### config.mk
export PLATFORM = sky130hd
export DESIGN_NAME = sdp_ram_clr
export DESIGN_NICKNAME = d
export VERILOG_FILES = /design/src/rtl/sdp_ram_clr.sv
export SDC_FILE = /design/constraint.sdc
export NUM_CORES = 1
export LEC_CHECK = 0
export CAP_MARGIN = 20
export CORE_ASPECT_RATIO = 0.5
export CORE_MARGIN = 4
export CORE_UTILIZATION = 35
export CTS_BUF_LIST = sky130_fd_sc_hd__clkbuf_2
export DETAILED_ROUTE_END_ITERATION = 16
export PLACE_DENSITY_LB_ADDON = 0.12
export RECOVER_POWER = 25
export SYNTH_ARGS = -nofsm -noshare
export SYNTH_HDL_FRONTEND = slang
export SYNTH_SLANG_ARGS = --single-unit
### constraint.sdc
create_clock -name wclk -period 2.6 [get_ports wclk]
set_clock_uncertainty 0.1 [all_clocks]
set_input_delay 0.52 -clock wclk [delete_from_list [all_inputs] [get_ports wclk]]
set_output_delay 0.52 -clock wclk [all_outputs]
set_load 0.01 [all_outputs]
### src/rtl/sdp_ram_clr.sv
// Simple dual-port RAM with byte enables, registered reads and a clear engine that zeroes every word.
// Optional macro SDP_RAM_OUTREG_EN adds a second output register stage, giving a read latency of 2.
module sdp_ram_clr #(
    parameter int DATA_WIDTH = 16,
    parameter int ADDR_WIDTH = 3,
    parameter int RAM_DEPTH  = 1 << ADDR_WIDTH,
    parameter int RD_NEW     = 1
) (
    input  logic                    wclk,
    input  logic                    rst_n,
    input  logic                    clr_req,
    output logic                    busy,
    input  logic                    we,
    input  logic [ADDR_WIDTH-1:0]   waddr,
    input  logic [DATA_WIDTH/8-1:0] be,
    input  logic [DATA_WIDTH-1:0]   d_in,
    input  logic                    re,
    input  logic [ADDR_WIDTH-1:0]   raddr,
    output logic [DATA_WIDTH-1:0]   d_out,
    output logic                    d_valid
);

    localparam int NB = DATA_WIDTH / 8;
    localparam logic [ADDR_WIDTH-1:0] LAST_ADDR = ADDR_WIDTH'(RAM_DEPTH - 1);
    localparam logic [ADDR_WIDTH:0]   DEPTH_W   = (ADDR_WIDTH + 1)'(RAM_DEPTH);

    typedef enum logic [0:0] {
        ST_CLEAR = 1'b0,
        ST_IDLE  = 1'b1
    } state_t;

    state_t                  state_q, state_d;
    logic [ADDR_WIDTH-1:0]   cnt_q, cnt_d;
    logic                    busy_q, busy_d;
    logic [DATA_WIDTH-1:0]   d_out_q, d_out_d;
    logic                    d_valid_q, d_valid_d;

    logic [DATA_WIDTH-1:0]   mem [RAM_DEPTH];

    logic                    waddr_ok_s, raddr_ok_s;
    logic [DATA_WIDTH-1:0]   old_wword_s, merged_s, rword_s;
    logic                    wr_fire_s, rd_fire_s;
    logic                    mem_we_s;
    logic [ADDR_WIDTH-1:0]   mem_addr_s;
    logic [DATA_WIDTH-1:0]   mem_wdata_s;

    // Full-depth arrays cover every address, so the range check only exists for odd depths.
    generate
        if (RAM_DEPTH == (1 << ADDR_WIDTH)) begin : g_full
            assign waddr_ok_s = 1'b1;
            assign raddr_ok_s = 1'b1;
        end else begin : g_partial
            assign waddr_ok_s = ({1'b0, waddr} < DEPTH_W);
            assign raddr_ok_s = ({1'b0, raddr} < DEPTH_W);
        end
    endgenerate

    // Byte merge of incoming data onto the currently stored word.
    always_comb begin
        old_wword_s = waddr_ok_s ? mem[waddr] : '0;
        merged_s    = old_wword_s;
        for (int i = 0; i < NB; i++) begin
            merged_s[8*i +: 8] = be[i] ? d_in[8*i +: 8] : old_wword_s[8*i +: 8];
        end
    end

    // Next-state, clear sequencing and memory write port selection.
    always_comb begin
        state_d     = state_q;
        cnt_d       = cnt_q;
        wr_fire_s   = 1'b0;
        rd_fire_s   = 1'b0;
        mem_we_s    = 1'b0;
        mem_addr_s  = cnt_q;
        mem_wdata_s = '0;
        case (state_q)
            ST_CLEAR: begin
                mem_we_s   = 1'b1;
                mem_addr_s = cnt_q;
                if (cnt_q == LAST_ADDR) begin
                    state_d = ST_IDLE;
                    cnt_d   = '0;
                end else begin
                    cnt_d = cnt_q + ADDR_WIDTH'(1);
                end
            end
            ST_IDLE: begin
                if (clr_req) begin
                    state_d = ST_CLEAR;
                    cnt_d   = '0;
                end else begin
                    wr_fire_s   = we && waddr_ok_s && (be != '0);
                    rd_fire_s   = re;
                    mem_we_s    = wr_fire_s;
                    mem_addr_s  = waddr;
                    mem_wdata_s = merged_s;
                end
            end
            default: begin
                state_d = ST_CLEAR;
                cnt_d   = '0;
            end
        endcase
        busy_d = (state_d == ST_CLEAR);
    end

    // Read data: out-of-range reads give zero; same-address collisions follow RD_NEW.
    always_comb begin
        if (!raddr_ok_s) begin
            rword_s = '0;
        end else if ((RD_NEW != 0) && wr_fire_s && (raddr == waddr)) begin
            rword_s = merged_s;
        end else begin
            rword_s = mem[raddr];
        end
    end

    // Storage array; contents are only initialised by the clear engine.
    always_ff @(posedge wclk) begin
        if (mem_we_s) begin
            mem[mem_addr_s] <= mem_wdata_s;
        end
    end

    // Control state registers.
    always_ff @(posedge wclk or negedge rst_n) begin
        if (!rst_n) begin
            state_q <= ST_CLEAR;
            cnt_q   <= '0;
            busy_q  <= 1'b1;
        end else begin
            state_q <= state_d;
            cnt_q   <= cnt_d;
            busy_q  <= busy_d;
        end
    end

`ifdef SDP_RAM_OUTREG_EN
    logic [DATA_WIDTH-1:0] s1_data_q, s1_data_d;
    logic                  s1_valid_q, s1_valid_d;

    // Two-stage output path; the final register only moves when stage one holds a read.
    always_comb begin
        s1_data_d  = rd_fire_s ? rword_s : s1_data_q;
        s1_valid_d = rd_fire_s;
        d_out_d    = s1_valid_q ? s1_data_q : d_out_q;
        d_valid_d  = s1_valid_q;
    end

    // First output stage registers.
    always_ff @(posedge wclk or negedge rst_n) begin
        if (!rst_n) begin
            s1_data_q  <= '0;
            s1_valid_q <= 1'b0;
        end else begin
            s1_data_q  <= s1_data_d;
            s1_valid_q <= s1_valid_d;
        end
    end
`else
    // Single output stage; d_out holds when no read is accepted.
    always_comb begin
        d_out_d   = rd_fire_s ? rword_s : d_out_q;
        d_valid_d = rd_fire_s;
    end
`endif

    // Output registers.
    always_ff @(posedge wclk or negedge rst_n) begin
        if (!rst_n) begin
            d_out_q   <= '0;
            d_valid_q <= 1'b0;
        end else begin
            d_out_q   <= d_out_d;
            d_valid_q <= d_valid_d;
        end
    end

    assign busy    = busy_q;
    assign d_out   = d_out_q;
    assign d_valid = d_valid_q;

endmodule

==> key figures <==
Global route
  • Initial antenna violation count: 1
  • Vias in the first global route: 5013
  • Total GRT Usage: 0.187
  • Grt met2 use: 0.288
  • M3 GR Usage: 0.0398
  • GRT overflow: 0
  • Largest net degree at the start of global routing: 36
  • Global-route wire length before repair: around 33 mm
  • GR peak layer: met2
  • Met1 Resource Use GR: 0.276

Job
  • Max Cap Viol: 1

Setup path
  • Crit-path cells: clkdlybuf4s50_1
  • Buf+Inv Stages, Crit Path: 1
  • Worst setup EP type: primary output
  • Worst-path maximum fanout: 1
  • R2R setup slack: around 0.43 ns
  • Critical path data required time: between 1.5 and 2 ns
  • Worst EP arrival: 1.79 ns
  • Critical path type: reg -> out
  • Crit-path leading delay family: flip-flops
  • Startpoint Class: register
  • Crit path largest cell delay: 0.56 ns
  • CP max-delay cell: dfstp_2

Floorplanning
  • FP Rows: 37
  • Die H: between 100 and 150 um
  • Initial Util: 0.361
  • Die W: 215 um
  • IO Pins: 47
  • Die area: 24000 um^2
  • Core Region: 20800 um^2

Status
  • Failing checks: max-capacitance violations, max-slew violations
  • Status: finished, violations left

Yosys
  • Synth Area per Inst: 15.3 um^2
  • Synth cell types: 46
  • List of most frequent post-synthesis cells: edfxtp_1, mux2_2, mux2_1
  • Most frequent cell after synthesis: edfxtp_1
  • Area contributors post-synth: edfxtp_1, mux4_2, dfrtp_1
  • Sequential area share after synthesis: 0.585
  • Mapped Cells: 491
  • Syn Std Cell Area: 7520 um^2
  • Synth Warn #: 0
  • Register bit total from synthesis: 150
  • Synthesized Nets: 522
  • Prevailing post-synth register cell: edfxtp_1
  • Post-synth EDFFs: 128
  • Post-synth top area share: 0.511
  • Ys async rst share: 0.147
  • Leading area contributor after synthesis: edfxtp_1

Clock tree
  • CTS tree: yes
  • CTS Buf Count: 17
  • H-tree depth: 4
  • Skew-Pair Late Insertion Delay: 0.72 ns
  • Resize count post-CTS: 0
  • Clock sinks: 150
  • Post-CTS Setup Bufs: 0
  • Clock Path Buffers: 2
  • Root Buffer: clkbuf_2
  • Clk slew on worst S/H paths: approximately 0.21 ns

Final layout
  • Reg area: 4400 um^2
  • Layout Utilization: 0.438
  • Fill cell count: 1890
  • Multi-input gate area: around 2800 um^2
  • Layout Nets: 629
  • Fin area: 9120 um^2
  • Layout area overhead: 21.4%
  • Non-Filler Instances: slightly below 900
  • Fraction of layout cells with a size suffix above 1: 0.319

Detailed routing
  • Pre-antenna DRT Iters: 6
  • Drt drc: 0
  • Starting DRC count in detailed routing: 503
  • Vias: 4977
  • Vias per cell: 5.62
  • Routed len/inst: 25.1 um
  • Final wirelength: 22.2 mm
  • Antenna-violating nets left: 0

Min path
  • Worst Hold Class: reg -> reg

Power
  • Clock share of power: 0.173
  • Gate power share: 0.378
  • Sw Pwr: a little over 0.003 W
  • Leakage: between 3 and 4 nW
  • Pwr dens: roughly 940 nW/um^2
  • Int Power: 0.00554 W
  • Switch share: 0.352
  • VDD IR-drop max: approximately 300 uV
  • Seq pwr share: 0.449

Timing
  • Endpoints failing setup: 0
  • Fmax: between 400 and 500 MHz
  • Period utilization: 0.926
  • Final hold vios: 0
  • Worst-Margin Slew: 1.69 ns
  • Hold_ws: 0.417 ns
  • Slew Limit Headroom: -0.129
  • RSZ-0062 raised after global routing: false
  • Fin. max-slew vios: 23
  • Final min period: 2.41 ns

Place
  • Routability cong.: 0.818
  • PortBufs: 46
  • Cell Area, Placed: 8930 um^2
  • Dpl cells: 851
  • Hpwl dp: 14.7 mm
[power by group through the flow]
stage          logic, W  registers [W]  clock network (W)
4_1_cts         0.00329        0.00385            0.00152
5_1_grt         0.00344        0.00392            0.00164
6_report        0.00323        0.00384            0.00148
3_3_place_gp    0.00326        0.00391                  0
3_5_place_dp    0.00327        0.00391                  0
2_1_floorplan   0.00160        0.00382                  0
[cell type report]
class                   count  area share
flip-flops and latches    150       0.482
multi-input cells         280       0.306
repair buffers            129       0.137
well taps                 273      0.0374
clock inverters            15      0.0204
clock buffers              17     0.00933
inverters                  20     0.00823
diodes                      1    0.000274
[final timing paths]
| path | start | end | cells after the start |
|---|---|---|---|
| worst max-delay path | busy$_DFF_PN1_ | busy | 1 |
| worst min-delay path | d_out[2]$_DFFE_PN0P_ | d_out[2]$_DFFE_PN0P_ | 2 |
| worst max register to register | state_q$_DFF_PN0_ | mem[6][10]$_DFFE_PP_ | 6 |
| worst min register to register | d_out[2]$_DFFE_PN0P_ | d_out[2]$_DFFE_PN0P_ | 2 |
| max in group asynchronous | rst_n | d_out[15]$_DFFE_PN0P_ | 3 |
| min in group asynchronous | rst_n | d_out[5]$_DFFE_PN0P_ | 3 |
[sequential cells by signal (all words and copies together) (netlist names)]
| name | cells |
|---|---|
| cnt_q | 3 |
| busy | 1 |
| mem | 128 |
| d_valid | 1 |
| state_q | 1 |
| d_out | 16 |
[tightest hold or removal path, stage by stage (launching register included)]
cell and delay [ns]:
dfrtp_1 0.40, nand2_1 0.05, o31ai_1 0.06
[per-stage QoR]
stage / worst slack, ns / total power (W) / setup TNS [ns]
finish: 0.194 / 0.00856 / 0
global route: 0.0445 / 0.00900 / 0
global placement: -0.153 / 0.00717 / -0.916
floorplan: -0.0469 / 0.00542 / -3.00
detailed placement: -0.236 / 0.00719 / -1.48
CTS: 0.0925 / 0.00866 / 0
[per-layer routing]
metal  vias up  part of all wire
met4         0            0.0077
met1      2542              0.47
met3        16             0.065
met2       188              0.45
met5         -                 0
li1       2231                 -
[cells in the final DEF, fill, tap and decap left out, drive strengths merged, types with 20 or more instances in the layout]
master,n
inv,20
buf,72
a21oi,21
nand2,22
mux4,32
edfxtp,128
clkdlybuf4s50,42
clkbuf,30
mux2,80
dfrtp,21
[cell families (layout without fill, tap and decap cells)]
logic type / Yosys count / count (layout) / share of synthesized area
buf+inv: 61 / 181 / 0.0419
mux: 112 / 112 / 0.219
other cells: 0 / 1 / 0
flops: 150 / 150 / 0.585
compound gates: 98 / 98 / 0.104
fa+ha+maj: 2 / 2 / 0.00333
xor+xnor: 2 / 2 / 0.00233
simple gates: 66 / 66 / 0.0449
[what timing repair did]
item / 4_1_cts / 5_1_grt
hold endpoints to repair: 5 / 0
hold buffers: 1 / 0
endpoints found under the setup margin: 0 / 0
Power figures use the tool's default switching activity.
